[config.mk]
export PLATFORM = sky130hd
export DESIGN_NAME = mem_access_unit
export DESIGN_NICKNAME = d
export VERILOG_FILES = /design/src/rtl/mem_access_unit.sv
export SDC_FILE = /design/constraint.sdc
export NUM_CORES = 1
export LEC_CHECK = 0
export ABC_AREA = 0
export CORE_AREA = 2 2 149 151
export CTS_CLUSTER_SIZE = 14
export DETAILED_ROUTE_END_ITERATION = 10
export DIE_AREA = 0 0 151 153
export PLACE_DENSITY = 0.69
export SLEW_MARGIN = 20
export SYNTH_ARGS = -nofsm -noshare
export SYNTH_HDL_FRONTEND = slang
export SYNTH_SLANG_ARGS = --single-unit
[constraint.sdc]
create_clock -name clk -period 3.7 [get_ports clk]
set_clock_uncertainty 0.05 [all_clocks]
set_input_delay 0.37 -clock clk [delete_from_list [all_inputs] [get_ports clk]]
set_output_delay 0.37 -clock clk [all_outputs]
set_load 0.01 [all_outputs]
[src/rtl/mem_access_unit.sv]
// Memory-access pipeline stage: passes ALU/HI/LO results through and runs a
// req/ack data-bus transaction for loads and stores, stalling until it ends.
module mem_access_unit #(
  parameter int unsigned TIMEOUT = 255
) (
  input  logic        clk,
  input  logic        rst,
  input  logic [4:0]  waddr_reg_i,
  input  logic        we_reg_i,
  input  logic [31:0] wdata_i,
  input  logic [31:0] hi_i,
  input  logic [31:0] lo_i,
  input  logic        whilo_i,
  input  logic [3:0]  mem_op_i,
  input  logic [31:0] mem_addr_i,
  input  logic [31:0] mem_sdata_i,
  input  logic        hold_i,
  output logic        bus_req_o,
  output logic        bus_we_o,
  output logic [31:0] bus_addr_o,
  output logic [3:0]  bus_sel_o,
  output logic [31:0] bus_wdata_o,
  input  logic        bus_ack_i,
  input  logic [31:0] bus_rdata_i,
  output logic [4:0]  wb_waddr_o,
  output logic        wb_we_o,
  output logic [31:0] wb_wdata_o,
  output logic [31:0] wb_hi_o,
  output logic [31:0] wb_lo_o,
  output logic        wb_whilo_o,
  output logic        stallreq_o,
  output logic        misalign_o,
  output logic        bus_err_o
);

  localparam int unsigned CNT_W = 8;
  localparam logic [CNT_W-1:0] CNT_MAX = CNT_W'(TIMEOUT);

  localparam logic [3:0] OP_LB  = 4'd1;
  localparam logic [3:0] OP_LBU = 4'd2;
  localparam logic [3:0] OP_LH  = 4'd3;
  localparam logic [3:0] OP_LHU = 4'd4;
  localparam logic [3:0] OP_LW  = 4'd5;
  localparam logic [3:0] OP_SB  = 4'd6;
  localparam logic [3:0] OP_SH  = 4'd7;
  localparam logic [3:0] OP_SW  = 4'd8;

  typedef enum logic [1:0] {S_IDLE, S_BUSY, S_DONE} state_e;

  state_e           state_q, state_d;
  logic [CNT_W-1:0] cnt_q, cnt_d;
  logic             req_q, req_d;
  logic             bwe_q, bwe_d;
  logic [3:0]       sel_q, sel_d;
  logic [31:0]      addr_q, addr_d;
  logic [31:0]      bwdata_q, bwdata_d;
  logic [3:0]       op_q, op_d;
  logic [1:0]       lane_q, lane_d;
  logic [31:0]      rdata_q, rdata_d;
  logic             err_q, err_d;

  logic        is_ld_c, is_st_c, is_byte_c, is_half_c, is_word_c, is_mem_c, mis_c;
  logic [3:0]  sel_c;
  logic [31:0] sdata_c;

  function automatic logic op_is_load(logic [3:0] op);
    op_is_load = (op >= OP_LB) && (op <= OP_LW);
  endfunction

  // Big-endian lane extraction followed by sign/zero extension.
  function automatic logic [31:0] load_ext(logic [3:0] op, logic [1:0] lane, logic [31:0] d);
    logic [7:0]  b;
    logic [15:0] h;
    case (lane)
      2'd0:    b = d[31:24];
      2'd1:    b = d[23:16];
      2'd2:    b = d[15:8];
      default: b = d[7:0];
    endcase
    h = lane[1] ? d[15:0] : d[31:16];
    case (op)
      OP_LB:   load_ext = {{24{b[7]}}, b};
      OP_LBU:  load_ext = {24'h0, b};
      OP_LH:   load_ext = {{16{h[15]}}, h};
      OP_LHU:  load_ext = {16'h0, h};
      default: load_ext = d;
    endcase
  endfunction

  // Operation decode, lane enables and replicated store data.
  always_comb begin
    is_ld_c   = op_is_load(mem_op_i);
    is_st_c   = (mem_op_i >= OP_SB) && (mem_op_i <= OP_SW);
    is_byte_c = (mem_op_i == OP_LB) || (mem_op_i == OP_LBU) || (mem_op_i == OP_SB);
    is_half_c = (mem_op_i == OP_LH) || (mem_op_i == OP_LHU) || (mem_op_i == OP_SH);
    is_word_c = (mem_op_i == OP_LW) || (mem_op_i == OP_SW);
    is_mem_c  = is_ld_c || is_st_c;
    mis_c     = (is_half_c && mem_addr_i[0]) || (is_word_c && (mem_addr_i[1:0] != 2'b00));
    sel_c     = 4'b1111;
    sdata_c   = mem_sdata_i;
    if (is_byte_c) begin
      sel_c   = 4'b1000 >> mem_addr_i[1:0];
      sdata_c = {4{mem_sdata_i[7:0]}};
    end else if (is_half_c) begin
      sel_c   = mem_addr_i[1] ? 4'b0011 : 4'b1100;
      sdata_c = {2{mem_sdata_i[15:0]}};
    end
  end

  always_ff @(posedge clk or negedge rst) begin
    if (!rst) begin
      state_q  <= S_IDLE;
      cnt_q    <= '0;
      req_q    <= 1'b0;
      bwe_q    <= 1'b0;
      sel_q    <= '0;
      addr_q   <= '0;
      bwdata_q <= '0;
      op_q     <= '0;
      lane_q   <= '0;
      rdata_q  <= '0;
      err_q    <= 1'b0;
    end else begin
      state_q  <= state_d;
      cnt_q    <= cnt_d;
      req_q    <= req_d;
      bwe_q    <= bwe_d;
      sel_q    <= sel_d;
      addr_q   <= addr_d;
      bwdata_q <= bwdata_d;
      op_q     <= op_d;
      lane_q   <= lane_d;
      rdata_q  <= rdata_d;
      err_q    <= err_d;
    end
  end

  always_comb begin
    state_d    = state_q;
    cnt_d      = cnt_q;
    req_d      = req_q;
    bwe_d      = bwe_q;
    sel_d      = sel_q;
    addr_d     = addr_q;
    bwdata_d   = bwdata_q;
    op_d       = op_q;
    lane_d     = lane_q;
    rdata_d    = rdata_q;
    err_d      = err_q;
    stallreq_o = 1'b0;
    misalign_o = 1'b0;
    bus_err_o  = 1'b0;
    wb_waddr_o = waddr_reg_i;
    wb_we_o    = we_reg_i;
    wb_wdata_o = wdata_i;
    wb_hi_o    = hi_i;
    wb_lo_o    = lo_i;
    wb_whilo_o = whilo_i;
    unique case (state_q)
      S_IDLE: begin
        if (is_mem_c && mis_c) begin
          misalign_o = 1'b1;
          wb_we_o    = 1'b0;
        end else if (is_mem_c) begin
          stallreq_o = 1'b1;
          wb_we_o    = 1'b0;
          state_d    = S_BUSY;
          cnt_d      = CNT_W'(1);
          req_d      = 1'b1;
          bwe_d      = is_st_c;
          sel_d      = sel_c;
          addr_d     = {mem_addr_i[31:2], 2'b00};
          bwdata_d   = sdata_c;
          op_d       = mem_op_i;
          lane_d     = mem_addr_i[1:0];
          err_d      = 1'b0;
        end
      end
      S_BUSY: begin
        stallreq_o = 1'b1;
        wb_we_o    = 1'b0;
        // Ack takes priority over a timeout landing in the same cycle.
        if (bus_ack_i) begin
          rdata_d = load_ext(op_q, lane_q, bus_rdata_i);
          req_d   = 1'b0;
          bwe_d   = 1'b0;
          sel_d   = '0;
          state_d = S_DONE;
        end else if (cnt_q == CNT_MAX) begin
          bus_err_o = 1'b1;
          err_d     = 1'b1;
          req_d     = 1'b0;
          bwe_d     = 1'b0;
          sel_d     = '0;
          state_d   = S_DONE;
        end else begin
          cnt_d = cnt_q + CNT_W'(1);
        end
      end
      S_DONE: begin
        wb_we_o = op_is_load(op_q) && we_reg_i && !err_q;
        if (op_is_load(op_q) && !err_q) begin
          wb_wdata_o = rdata_q;
        end
        if (!hold_i) begin
          state_d = S_IDLE;
        end
      end
      default: state_d = S_IDLE;
    endcase
  end

  assign bus_req_o   = req_q;
  assign bus_we_o    = bwe_q;
  assign bus_sel_o   = sel_q;
  assign bus_addr_o  = addr_q;
  assign bus_wdata_o = bwdata_q;

endmodule
==> impl_metrics.yaml <==
synthesis:
  yosys.area.top_type: "dfrtp_1"
  synth_edf_count: 0
  netlist_area_um2: 7140
  synth-seq-cells: 117
  synth_area_per_cell_um2: 10.6
  synth.area.top_cells: "dfrtp_1, mux2_2, buf_4"
  yosysUniqueCellTypes: 62
  synth_cells: 676
  seq_area_frac_synth: 0.410
  synth_top_area_frac: 0.410
  async_flop_share: 1.00
  synth_ff_type: "dfrtp_1"
  ys_warn_count: 0
routing:
  routed_via_density: 5.13
  ant_nets: 0
  dr.pass1.iters: 4
  drtIter0Drc: 321
  detail_route.wl_per_cell_um: 18.3
  finalWirelength_um: 20700
  route.detailed.drc: 0
  vias: 5807
critical_path:
  path_max_fanout: 33
  startpoint: "op_q[1]$_DFFE_PN0P_"
  timing.rr.start: "state_q[0]$_DFFE_PN0P_"
  crit_required_ns: 3.28
  arrival_ns: 2.83
  path_class: "reg -> out"
  endpoint_kind: "output port"
  start_kind: "flip-flop"
floorplan:
  die_area_um2: 23100
  die_h_um: 153
  initial_core_util: 0.332
  die_x_um: 151
  core_area_um2: 21500
  rows: 54
  io_pins: 383
clocking:
  clkTransAtPathRegs_ns: 0.06
  root_buffer: "clkbuf_16"
  cts_buffer_depth: 2
  cts_tree: "yes"
  clk_latency_ns: 0.42
  cts_max_level: 4
  cts_made_buffers: 17
  cts_sinks: 117
  postCtsSetupRepairBufs: 0
run:
  cap_violations: 0
power_and_ir_drop:
  ir_worst_vdd_mv: 0.375
  finalPower_mw: 7.24
  p_sw_mw: 2.65
  power_density_nw_per_um2: 740
  p_leak_nw: 3.85
  p_comb_frac: 0.454
  internal_power_mw: 4.59
  sw_frac_of_total: 0.366
  clkPwrFrac: 0.220
  pwr-share-seq: 0.325
cells_and_area:
  utilization: 0.455
  postLayoutCellArea_um2: 9790
  fill_cells: 2018
  finalNetCount: 1046
  final_layout_size_suffix_gt1_frac: 0.162
  antenna_cells: 0
  syn2layout_area_growth_pct: 37.0
place:
  place_congestion: 0.813
  place_ws_ns: 0.566
  hpwl_um: 15100
  port_buffers: 240
  post_dp_cell_area_um2: 9220
worst_hold_path:
  hold_class: "reg -> reg"
  hp-start: "bus_addr_o[17]$_DFFE_PN0P_"
sta:
  max_freq_mhz: 308
  max_slew_margin: 0.413
  finalSetupTns_ns: 0
  setup_ws_ns: 0.452
  finalHoldViolations: 0
  rsz0062_at_grt: "false"
  period_minus_slack_ns: 3.25
  slew_viol_final: 0
  post-route-period-util: 0.878
  setup_viol: 0
  tightest_slew_ns: 0.878
global_routing:
  antenna_found_initial: 1
  grt_usage: 0.180
  grt-ovfl-total: 0
  grt_pass1_wl_um: 32400
  first_global_vias: 5936
  grt_max_degree: 57
status:
  status: "complete, no violations"
## cell type report
class                      count  area (um^2)  share of cell area
multi-input combinational    431         3360               0.343
sequential                   117         2930               0.299
timing repair buffer         258         2540               0.259
clock buffer                  17          425              0.0435
tap                          280          350              0.0358
clock inverter                15          135              0.0138
inverter                      13         48.8             0.00499
## logic make-up after synthesis
kind of cell | after synthesis | synth area share
compound gates | 146 | 0.144
fa+ha+maj | 1 | 0.00175
xor+xnor | 1 | 0.00123
other cells | 1 | 0.000525
mux | 132 | 0.221
flops | 117 | 0.410
simple gates | 149 | 0.102
buf+inv | 129 | 0.120
## critical path, stage by stage, from the launching register on
cell	delay, ns
dfrtp_1	0.51
nor3_1	0.45
a21oi_1	0.08
nand2_1	0.08
buf_4	0.36
mux2_2	0.40
clkdlybuf4s50_1	0.50
## power by group through the flow
| stage | registers (mW) | clock network, mW | logic (mW) |
|---|---|---|---|
| after floorplan | 2.39 | 0 | 1.84 |
| after global placement | 2.36 | 0 | 3.27 |
| after detailed placement | 2.38 | 0 | 3.30 |
| after CTS | 2.36 | 1.64 | 3.33 |
| after global routing | 2.45 | 1.70 | 3.59 |
| final | 2.36 | 1.59 | 3.29 |
## synth_stat cells, types with 6 or more instances
library cell  instances
dfrtp_1             117
buf_4                72
mux2_2               64
nand2_1              52
mux2_1               48
nor2_1               39
o21ai_0              34
a21oi_1              32
a211oi_1             25
clkbuf_1             18
o31ai_1              18
buf_2                15
inv_1                13
or3_1                13
nor3_1               12
buf_6                11
mux2i_1               9
mux4_2                8
nand2b_1              6
## placed cells by master, fill, tap and decap left out, types with 3 or more instances in the layout
cell             count
inv_1               13
o31ai_1             18
o211ai_1             4
clkbuf_16           17
mux2_1              48
nand2b_1             6
nor2b_1              3
inv_6                7
nand3_1              3
clkdlybuf4s50_1    239
nor3b_1              4
mux2_2              64
a211oi_1            25
mux2_4               3
nor3_1              12
nor2_1              39
buf_4               18
mux2i_1              9
o21a_1               3
or3_1               13
o21ai_0             34
a31oi_1              3
nand2_1             52
a21oi_1             32
a21o_1               3
mux4_2               8
o311ai_0             4
inv_8                3
dfrtp_1            117
clkinvlp_4           3
## repair_timing
item / in CTS / in global routing
gates resized for setup: 0 / 0
endpoints found under the hold margin: 53 / 0
hold buffers: 1 / 0
## metal layers
layer	up-vias	track usage	share of wire
li1	2697	-	-
met1	2815	0.230	0.42
met2	255	0.282	0.47
met3	38	0.0707	0.096
met4	2	0.0503	0.016
met5	-	0	0.00043
## state kept, by name, indices dropped and copies added (netlist names)
name and count:
bus_sel_o 4, err_q 1, rdata_q 32, bus_wdata_o 32, bus_addr_o 30, bus_we_o 1, op_q 4, cnt_q 8
state_q 2, bus_req_o 1, lane_q 2
## through the flow
stage	hold slack (ns)	instances
after floorplan	0.0244	677
after global placement	0.416	1098
after detailed placement	0.424	1098
after CTS	0.439	1131
after global routing	0.455	1131
final	0.433	1131
## worst paths after layout
kind / to / slack [ns] / cells after the start
setup / recovery: wb_wdata_o[13] / 0.45 / 6
hold / removal: bus_addr_o[17]$_DFFE_PN0P_ / 0.43 / 1
setup reg to reg: rdata_q[13]$_DFFE_PN0P_ / 1.27 / 4
hold reg to reg: bus_addr_o[17]$_DFFE_PN0P_ / 0.43 / 1
max in group asynchronous: bus_sel_o[0]$_DFFE_PN0P_ / 2.26 / 3
min in group asynchronous: bus_addr_o[10]$_DFFE_PN0P_ / 0.51 / 2
Note: power is estimated with default switching activity, not from simulation.
